### src/rtl/hamming_decoder.sv
// hamming_decoder: two-stage pipelined Hamming [7,4] decoder with valid/ready
// handshakes on both sides. Stage 1 holds the received codeword and its
// syndrome; stage 2 holds the corrected data and error flags.
// Optional saturating traffic/error counters are built when the macro
// HAMMING_DEC_STATS_EN is defined; otherwise the counter outputs are tied to 0.
module hamming_decoder #(
    parameter int CNT_W = 16
) (
    input  logic             clk,
    input  logic             rst,
    input  logic             in_valid,
    output logic             in_ready,
    input  logic [6:0]       in_codeword,
    output logic             out_valid,
    input  logic             out_ready,
    output logic [3:0]       out_data,
    output logic             out_err,
    output logic [2:0]       out_err_pos,
    input  logic             stats_clr,
    output logic [CNT_W-1:0] word_count,
    output logic [CNT_W-1:0] err_count
);

    logic       stall;
    logic [2:0] in_syn;

    logic       s1_valid_q, s1_valid_d;
    logic [6:0] s1_cw_q, s1_cw_d;
    logic [2:0] s1_syn_q, s1_syn_d;

    logic       out_valid_q, out_valid_d;
    logic [3:0] out_data_q, out_data_d;
    logic       out_err_q, out_err_d;
    logic [2:0] out_err_pos_q, out_err_pos_d;

    logic [2:0] flip_pos;
    logic [3:0] data_flip_mask;

    // A result that is presented but not taken freezes the whole pipeline.
    assign stall    = out_valid_q && !out_ready;
    assign in_ready = !stall;

    // Each syndrome bit re-checks one parity equation over the received word.
    assign in_syn = {in_codeword[2] ^ in_codeword[6] ^ in_codeword[5] ^ in_codeword[4],
                     in_codeword[1] ^ in_codeword[5] ^ in_codeword[4] ^ in_codeword[3],
                     in_codeword[0] ^ in_codeword[6] ^ in_codeword[5] ^ in_codeword[3]};

    // Map the stage-1 syndrome to the flipped bit index; only data bits need a mask.
    always_comb begin
        flip_pos       = 3'd0;
        data_flip_mask = 4'b0000;
        case (s1_syn_q)
            3'b101: begin flip_pos = 3'd6; data_flip_mask = 4'b1000; end
            3'b111: begin flip_pos = 3'd5; data_flip_mask = 4'b0100; end
            3'b110: begin flip_pos = 3'd4; data_flip_mask = 4'b0010; end
            3'b011: begin flip_pos = 3'd3; data_flip_mask = 4'b0001; end
            3'b100: flip_pos = 3'd2;
            3'b010: flip_pos = 3'd1;
            3'b001: flip_pos = 3'd0;
            default: ;
        endcase
    end

    // Both stages advance together unless stalled; empty slots carry zeros.
    always_comb begin
        s1_valid_d    = s1_valid_q;
        s1_cw_d       = s1_cw_q;
        s1_syn_d      = s1_syn_q;
        out_valid_d   = out_valid_q;
        out_data_d    = out_data_q;
        out_err_d     = out_err_q;
        out_err_pos_d = out_err_pos_q;
        if (!stall) begin
            s1_valid_d  = in_valid;
            s1_cw_d     = in_valid ? in_codeword : 7'd0;
            s1_syn_d    = in_valid ? in_syn : 3'd0;
            out_valid_d = s1_valid_q;
            if (s1_valid_q) begin
                out_data_d    = s1_cw_q[6:3] ^ data_flip_mask;
                out_err_d     = (s1_syn_q != 3'd0);
                out_err_pos_d = flip_pos;
            end else begin
                out_data_d    = 4'd0;
                out_err_d     = 1'b0;
                out_err_pos_d = 3'd0;
            end
        end
    end

    // Pipeline registers; reset empties both stages so nothing in flight escapes.
    always_ff @(posedge clk) begin
        if (rst) begin
            s1_valid_q    <= 1'b0;
            s1_cw_q       <= 7'd0;
            s1_syn_q      <= 3'd0;
            out_valid_q   <= 1'b0;
            out_data_q    <= 4'd0;
            out_err_q     <= 1'b0;
            out_err_pos_q <= 3'd0;
        end else begin
            s1_valid_q    <= s1_valid_d;
            s1_cw_q       <= s1_cw_d;
            s1_syn_q      <= s1_syn_d;
            out_valid_q   <= out_valid_d;
            out_data_q    <= out_data_d;
            out_err_q     <= out_err_d;
            out_err_pos_q <= out_err_pos_d;
        end
    end

    assign out_valid   = out_valid_q;
    assign out_data    = out_data_q;
    assign out_err     = out_err_q;
    assign out_err_pos = out_err_pos_q;

`ifdef HAMMING_DEC_STATS_EN
    logic             deliver;
    logic [CNT_W-1:0] word_cnt_q, word_cnt_d;
    logic [CNT_W-1:0] err_cnt_q, err_cnt_d;

    assign deliver = out_valid_q && out_ready;

    // Saturating counters bumped on each delivered word; clear wins over a bump.
    always_comb begin
        word_cnt_d = word_cnt_q;
        err_cnt_d  = err_cnt_q;
        if (stats_clr) begin
            word_cnt_d = '0;
            err_cnt_d  = '0;
        end else if (deliver) begin
            if (word_cnt_q != '1) begin
                word_cnt_d = word_cnt_q + CNT_W'(1);
            end
            if (out_err_q && (err_cnt_q != '1)) begin
                err_cnt_d = err_cnt_q + CNT_W'(1);
            end
        end
    end

    // Counter registers.
    always_ff @(posedge clk) begin
        if (rst) begin
            word_cnt_q <= '0;
            err_cnt_q  <= '0;
        end else begin
            word_cnt_q <= word_cnt_d;
            err_cnt_q  <= err_cnt_d;
        end
    end

    assign word_count = word_cnt_q;
    assign err_count  = err_cnt_q;
`else
    logic unused_stats_clr;

    assign unused_stats_clr = stats_clr;
    assign word_count       = '0;
    assign err_count        = '0;
`endif

endmodule

### config.mk
export PLATFORM = sky130hd
export DESIGN_NAME = hamming_decoder
export DESIGN_NICKNAME = d
export VERILOG_FILES = /design/src/rtl/hamming_decoder.sv
export SDC_FILE = /design/constraint.sdc
export NUM_CORES = 1
export LEC_CHECK = 0
export BUFFER_PORTS_ARGS = -buffer_cell sky130_fd_sc_hd__buf_2
export CAP_MARGIN = 20
export CORE_MARGIN = 3
export CORE_UTILIZATION = 48
export CTS_CLUSTER_DIAMETER = 100
export DETAILED_ROUTE_END_ITERATION = 8
export PLACE_DENSITY = 0.94
export RECOVER_POWER = 100
export SYNTH_ARGS = -nofsm -noshare
export SYNTH_HDL_FRONTEND = slang
export SYNTH_SLANG_ARGS = --single-unit
### constraint.sdc
create_clock -name clk -period 2.7 [get_ports clk]
set_input_delay 0.27 -clock clk [delete_from_list [all_inputs] [get_ports clk]]
set_output_delay 0.27 -clock clk [all_outputs]
set_load 0.01 [all_outputs]
==> Word level (Yosys, flattened, before mapping) <==
Cells that the tools add are included.
{ "totals": {"wordCells": 34, "ff_bits": 20, "input_bits": 12} }
{ "op_classes": {"bitwise": 10, "eq_ne": 6, "mux": 7, "n_reduce_logical": 4} }
{ "op_table": {"columns": ["cell", "n"], "rows": [
  ["3-bit case mux with 6 select lines", 1],
  ["4-bit case mux with 4 select lines", 1],
  ["3-bit equality test (second input constant)", 4],
  ["1-bit bitwise XOR", 9],
  ["7-bit two-way mux", 1],
  ["3-bit by 2-bit equality test with 1-bit output (second input constant)", 2],
  ["3-bit two-way mux", 2],
  ["4-bit two-way mux", 1],
  ["4-bit bitwise XOR", 1],
  ["3-bit nonzero test", 1],
  ["1-bit zero test", 2],
  ["1-bit logical AND", 1],
  ["1-bit two-way mux", 1]
]} }

==> Depth between registers and ports, before layout <==
Gate-level depths: netlist (run 1).
{ "depth": {"word_depth": 4, "mapped_depth": 6, "mapped_depth_nobuf": 4} }

==> Worst setup path before layout (run 1) <==
No wires, ideal clock.
{ "synth_path": {"kind": "register -> register", "start": "register out_valid_q (netlist: out_valid)", "end": "register out_err_pos_q[0] (netlist: out_err_pos[0])", "path_slack_ns": 1.608, "arrival_time_ns": 0.958, "synth_period_minus_slack_ns": 1.092, "n_path_buf": 2, "path_stages_with_launch": 7, "t_required_ns": 2.566, "cell_sequence": "dfxtp_1 nor2b_4 buf_6 inv_2 buf_6 o2111ai_1 a21oi_1"} }
{ "synth_between": {"elab_chain_len": 1} }
{ "synth_lines": {"columns": ["item", "line", "source"], "rows": [
  ["from (decl)", "31", "logic out_valid_q, out_valid_d;"],
  ["from (signal assigned)", "104", "out_valid_q <= out_valid_d;"],
  ["1-bit logical AND", "40", "assign stall = out_valid_q && !out_ready;"],
  ["to (signal assigned)", "107", "out_err_pos_q <= out_err_pos_d;"],
  ["to (decl)", "34", "logic [2:0] out_err_pos_q, out_err_pos_d;"]
]} }
No other way between the ends.
A chain may end at the register's enable or synchronous reset.

==> Worst setup path after layout (run 1) <==
{ "layout_path": {"start": "register out_valid_q (netlist: out_valid)", "end": "output in_ready"} }
{ "layout_between": {"elab_chain_len": 2} }
{ "layout_lines": {"columns": ["item", "line", "source"], "rows": [
  ["1-bit logical AND", "40", null],
  ["1-bit zero test", null, null],
  ["to (decl)", "12", "output logic in_ready,"]
]} }
No other way between the ends.

==> flow_summary.ini, run 1 <==
[route]
drt-wirelength-per-cell_um = 10.4
via_count = 722
met3_length_um = 175
drtIter0Drc = 17
first_pass_iters = 4
viasPerCell = 4.40
ant_nets = 0
routed_wl_mm = 1.71
wl_met2_um = 745
wl_met1_um = 758
routed.top_layer = met4
drc = 0

[placement]
post-place-ws_ps = 1340
io_buffers = 20
gp_congestion = 0.786
dp_hpwl_mm = 1.31
placed_area_um2 = 1010

[clock_tree]
clk_pin_slew_ps = 80
cts_tree = done
cts_resized = 0
cts_setup_buffers = 0
clock_latency_ps = 290
holdBufCountCts = 0
clock_path_buffers = 2
cts-buffers-inserted = 3
cts_max_level = 1
root_buffer = clkbuf_4
clock-sinks = 17

[sta]
layout_setup_ws_ps = 976
fmax_mhz = 580
finalMaxSlewViolations = 0
final.setup.tns_ps = 0
fin_crit_ps = 1720
setup_viol = 0
worst_clock_skew_ps = 8.91
rsz0062_at_grt = no
finalCritPeriodShare = 0.638
final_hold_viol_count = 0

[synth]
synth_area_um2 = 1040
synth_mux_area_frac = 0
synth-simple-area-share = 0.163
ys_types = 23
synth_xor_xnor_area_share = 0.101
ys_seq_area_frac = 0.328
syn_inst = 120
syn_area_per_cell_um2 = 8.64
synth_seq_cells = 17
synth_top_family_by_area = buffers and inverters
ys_warn_count = 0
synthAdderAreaFrac = 0
synth-compound-area-share = 0.123

[global_route]
grt_pass1_vias = 595
grtUsageTotal = 0.121
grt_max_degree = 20
grt_pass1_wl_mm = 2.50
antenna_found_initial = 0
grt_overflow_total = 0

[layout]
drive_gt1_frac = 0.102
n_antenna_cell = 0
post-route-util = 0.506
layout-area-overhead-vs-synth_pct = -2.41
final_cell_area_um2 = 1010
nets = 150

[critical_path]
r2r_slack_ps = 1300
crit_path_max_fanout = 18
cp.required_ps = 2430
critPathKind = reg2out
r2r.worst_path.cells = 4
cp.arrival_ps = 1450
startpoint = out_valid
reg2reg_from = out_valid
r2r_end = out_err
end_kind = output port
start_kind = flip-flop

[power]
irDropWorstVdd_mv = 0.212
power.density_nw_per_um2 = 479
p_leak_nw = 0.398

[worst_hold_path]
hp-class = in2reg
hold_path.startpoint = in_codeword[3]
min_delay_path_depth = 3
hold_end = s1_cw_q[3]

[die]
fp-row-count = 16
die_x_um = 52.5
dieHeight_um = 52.5
coreArea_um2 = 2000
start_util = 0.518
dieArea_um2 = 2750
io_pins = 54

[status]
status = completed

[flow_run]
max_cap_viol_count = 0
## area by class of cell
class	count	area, µm²
clock buffers	4	26.3
fillers	216	990
inverters	3	11.3
multi-input cells	93	513
flip-flops and latches	17	340
well taps	27	33.8
repair buffers	20	87.6
## per-layer routing
layer  track usage  up-vias
li1              -      368
met1         0.155      316
met2         0.186       34
met3        0.0285        4
met4        0.0638        0
met5             0        -
## placed cells by master, fill, tap and decap left out, drive strengths merged
| cell type | synthesis | final |
|---|---|---|
| xor2 | 4 | 4 |
| buf | 36 | 10 |
| o2111ai | 2 | 2 |
| o21ai | 6 | 6 |
| nand2b | 1 | 1 |
| inv | 3 | 3 |
| clkbuf | 2 | 14 |
| a21oi | 10 | 10 |
| xnor2 | 8 | 8 |
| nand3 | 5 | 5 |
| conb | 1 | 32 |
| o311ai | 1 | 1 |
| dfxtp | 17 | 17 |
| nor2b | 1 | 1 |
| a211o | 1 | 1 |
| nand2 | 10 | 10 |
| or3 | 1 | 1 |
| o32ai | 1 | 1 |
| nand3b | 10 | 10 |
## sequential cells by signal (all words and copies together) (netlist names)
| name | flops |
|---|---|
| out_valid | 1 |
| out_err | 1 |
| s1_syn_q | 3 |
| s1_valid_q | 1 |
| out_err_pos | 3 |
| s1_cw_q | 4 |
| out_data | 4 |
## worst max-delay path, stage by stage (launching register included)
cell	delay, ps
dfxtp_1	340
nor2b_4	360
inv_1	280
clkbuf_1	190
## synthesized netlist by cell type (all sizes together)
cell type | instances | share of area
nand2 | 10 | 0.036
nand3 | 5 | 0.024
dfxtp | 17 | 0.33
buf | 36 | 0.26
conb | 1 | 0.0036
o32ai | 1 | 0.0084
nand2b | 1 | 0.0060
a21oi | 10 | 0.052
o21ai | 6 | 0.029
inv | 3 | 0.011
o311ai | 1 | 0.0084
a211o | 1 | 0.0084
o2111ai | 2 | 0.017
nand3b | 10 | 0.072
nor2b | 1 | 0.013
xor2 | 4 | 0.034
xnor2 | 8 | 0.068
clkbuf | 2 | 0.0072
or3 | 1 | 0.011
## metrics by stage
step                cells  total power (W)  hold slack (ps)
floorplan             151         0.000376              410
CTS                   164         0.000492              279
detailed placement    160         0.000361              446
global placement      160         0.000357              436
finish                164         0.000485              286
global route          164         0.000508              290
## where the power goes
group,internal [W],switching (W)
Clock,0.0000574,0.0000746
Combinational,0.0000290,0.0000508
Sequential,0.000261,0.0000120
## kinds of logic (layout without fill, tap and decap cells)
logic type,count (synthesis),after routing
buf+inv,41,27
simple gates,28,28
compound gates,21,21
flops,17,17
xor+xnor,12,12
other cells,1,32
## worst max-delay path by stage
stage	to	slack, ps	cells past startpoint
2_1_floorplan	out_err_pos[0]	1610	6
3_3_place_gp	in_ready	1360	4
3_5_place_dp	in_ready	1340	4
4_1_cts	in_ready	1070	3
5_1_grt	in_ready	850	3
6_report	in_ready	980	3
No activity file was read; power rests on OpenSTA's default activity.
==> run 2: changes to the inputs <==
Settings changed: CORE_UTILIZATION 48 to 44, PLACE_DENSITY 0.94 to 0.88.
Clock period 2.7 ns to 1.6 ns, I/O delays scaled along.
==> run 2 against run 1 <==
Net effect:
- sequential power rose by 68%
- wire length up 2.6%
- sequential share of layout area is 1.0 points lower
- clock-buffer cell count did not move
- via count grew 6.5%
==> flow_summary.ini, run 2 (synthesized netlist as in run 1, its figures left out) <==
[die]
io_pins = 54
dieHeight_um = 54.6
start_util = 0.493
die_x_um = 54.6
coreArea_um2 = 2100
fp-row-count = 16
dieArea_um2 = 2980

[clock_tree]
cts_setup_buffers = 0
root_buffer = clkbuf_4
clock_latency_ps = 290
cts_max_level = 1
clock_path_buffers = 2
cts_resized = 0
holdBufCountCts = 0
clk_pin_slew_ps = 90
cts-buffers-inserted = 3
cts_tree = done
clock-sinks = 17

[critical_path]
cp.arrival_ps = 1150
cp.required_ps = 1440
critPathKind = reg2out
end_kind = output port
r2r.worst_path.cells = 4
r2r_slack_ps = 440
start_kind = flip-flop
crit_path_max_fanout = 12
r2r_end = out_data[2]
reg2reg_from = out_valid

[layout]
final_cell_mix = conb_1 (32), dfxtp_1 (17), clkbuf_1 (11)
drive_gt1_frac = 0.143
finalNonFillerCells = 167
final_cell_area_um2 = 1040
n_fill_cell = 220
nets = 153
layout-area-overhead-vs-synth_pct = 0.603
layout_commonest_cell = conb_1
n_antenna_cell = 0

[global_route]
grtUsageTotal = 0.115
grt_pass1_vias = 552
grt_overflow_total = 0
grt_pass1_wl_mm = 2.47
grt_max_degree = 20
antenna_found_initial = 0

[route]
drtIter0Drc = 10
first_pass_iters = 5
viasPerCell = 4.60
drt-wirelength-per-cell_um = 10.5
drc = 0
ant_nets = 0
routed_wl_mm = 1.75
via_count = 769

[placement]
dp.cells = 160
gp_congestion = 0.807
placed_area_um2 = 1010
dp_hpwl_mm = 1.32
io_buffers = 20

[sta]
finalCritPeriodShare = 0.817
worst_clock_skew_ps = 0.917
final_hold_viol_count = 0
setup_viol = 0
rsz0062_at_grt = no
final.setup.tns_ps = 0
holdWs_ps = 166
fin_crit_ps = 1310
finalMaxSlewViolations = 0
fmax_mhz = 765

[worst_hold_path]
hold_path.startpoint = in_codeword[3]
min_delay_path_depth = 3
hp-class = in2reg
hold_end = s1_cw_q[3]

[status]
status = completed

[power]
power.density_nw_per_um2 = 789
irDropWorstVdd_mv = 0.347
p_leak_nw = 0.416

[flow_run]
max_cap_viol_count = 0
-- run 2: cell types whose count changed in the layout (fill, tap and decap cells not counted) --
cell / change
or3_4: +1
or3_1: -1
a21oi_2: +1
o21ai_1: -1
inv_2: +1
o21ai_0: +1
a21oi_1: -1
buf_4: +3
inv_1: -1
-- run 2: final cells by class --
cell class,instances,area [µm²],share of cell area
Clock buffer,4,26.3,0.0252
Sequential cell,17,340,0.326
Tap cell,27,33.8,0.0324
Timing Repair Buffer,23,110,0.106
Inverter,3,11.3,0.0108
Multi-Input combinational cell,93,522,0.500
-- run 2: routing by layer --
metal,track usage,up-vias,part of all wire
met5,0,-,0
met4,0.0747,0,0.021
met3,0.0245,5,0.13
met2,0.177,49,0.45
met1,0.143,341,0.40
li1,-,374,-
-- run 2: stage by stage --
| stage | util | setup slack, ps | power (W) |
|---|---|---|---|
| finish | 0.496 | 293 | 0.000823 |
| global route | 0.496 | 208 | 0.000875 |
| CTS | 0.492 | 39.5 | 0.000833 |
| detailed placement | 0.479 | 323 | 0.000609 |
| global placement | 0.479 | 368 | 0.000603 |
| floorplan | - | 508 | 0.000635 |
-- run 2: how the worst max path moves through the flow --
stage / startpoint / end / cells past startpoint
after floorplan: out_valid / out_err_pos[0] / 6
after CTS: out_valid / in_ready / 3
after global placement: out_valid / s1_syn_q[2] / 4
after global routing: out_valid / in_ready / 3
after detailed placement: out_valid / out_err_pos[0] / 4
final: out_valid / in_ready / 3
-- run 2: power by group --
group	leakage (nW)	switching [W]	internal, W
registers	0.139	0.0000197	0.000440
logic	0.262	0.0000879	0.0000533
clock network	0.0150	0.000125	0.0000970
-- run 2: critical path: stages (launching register included) --
cell and delay, ps:
dfxtp_1 330, nor2b_4 230, inv_2 140, clkbuf_1 150
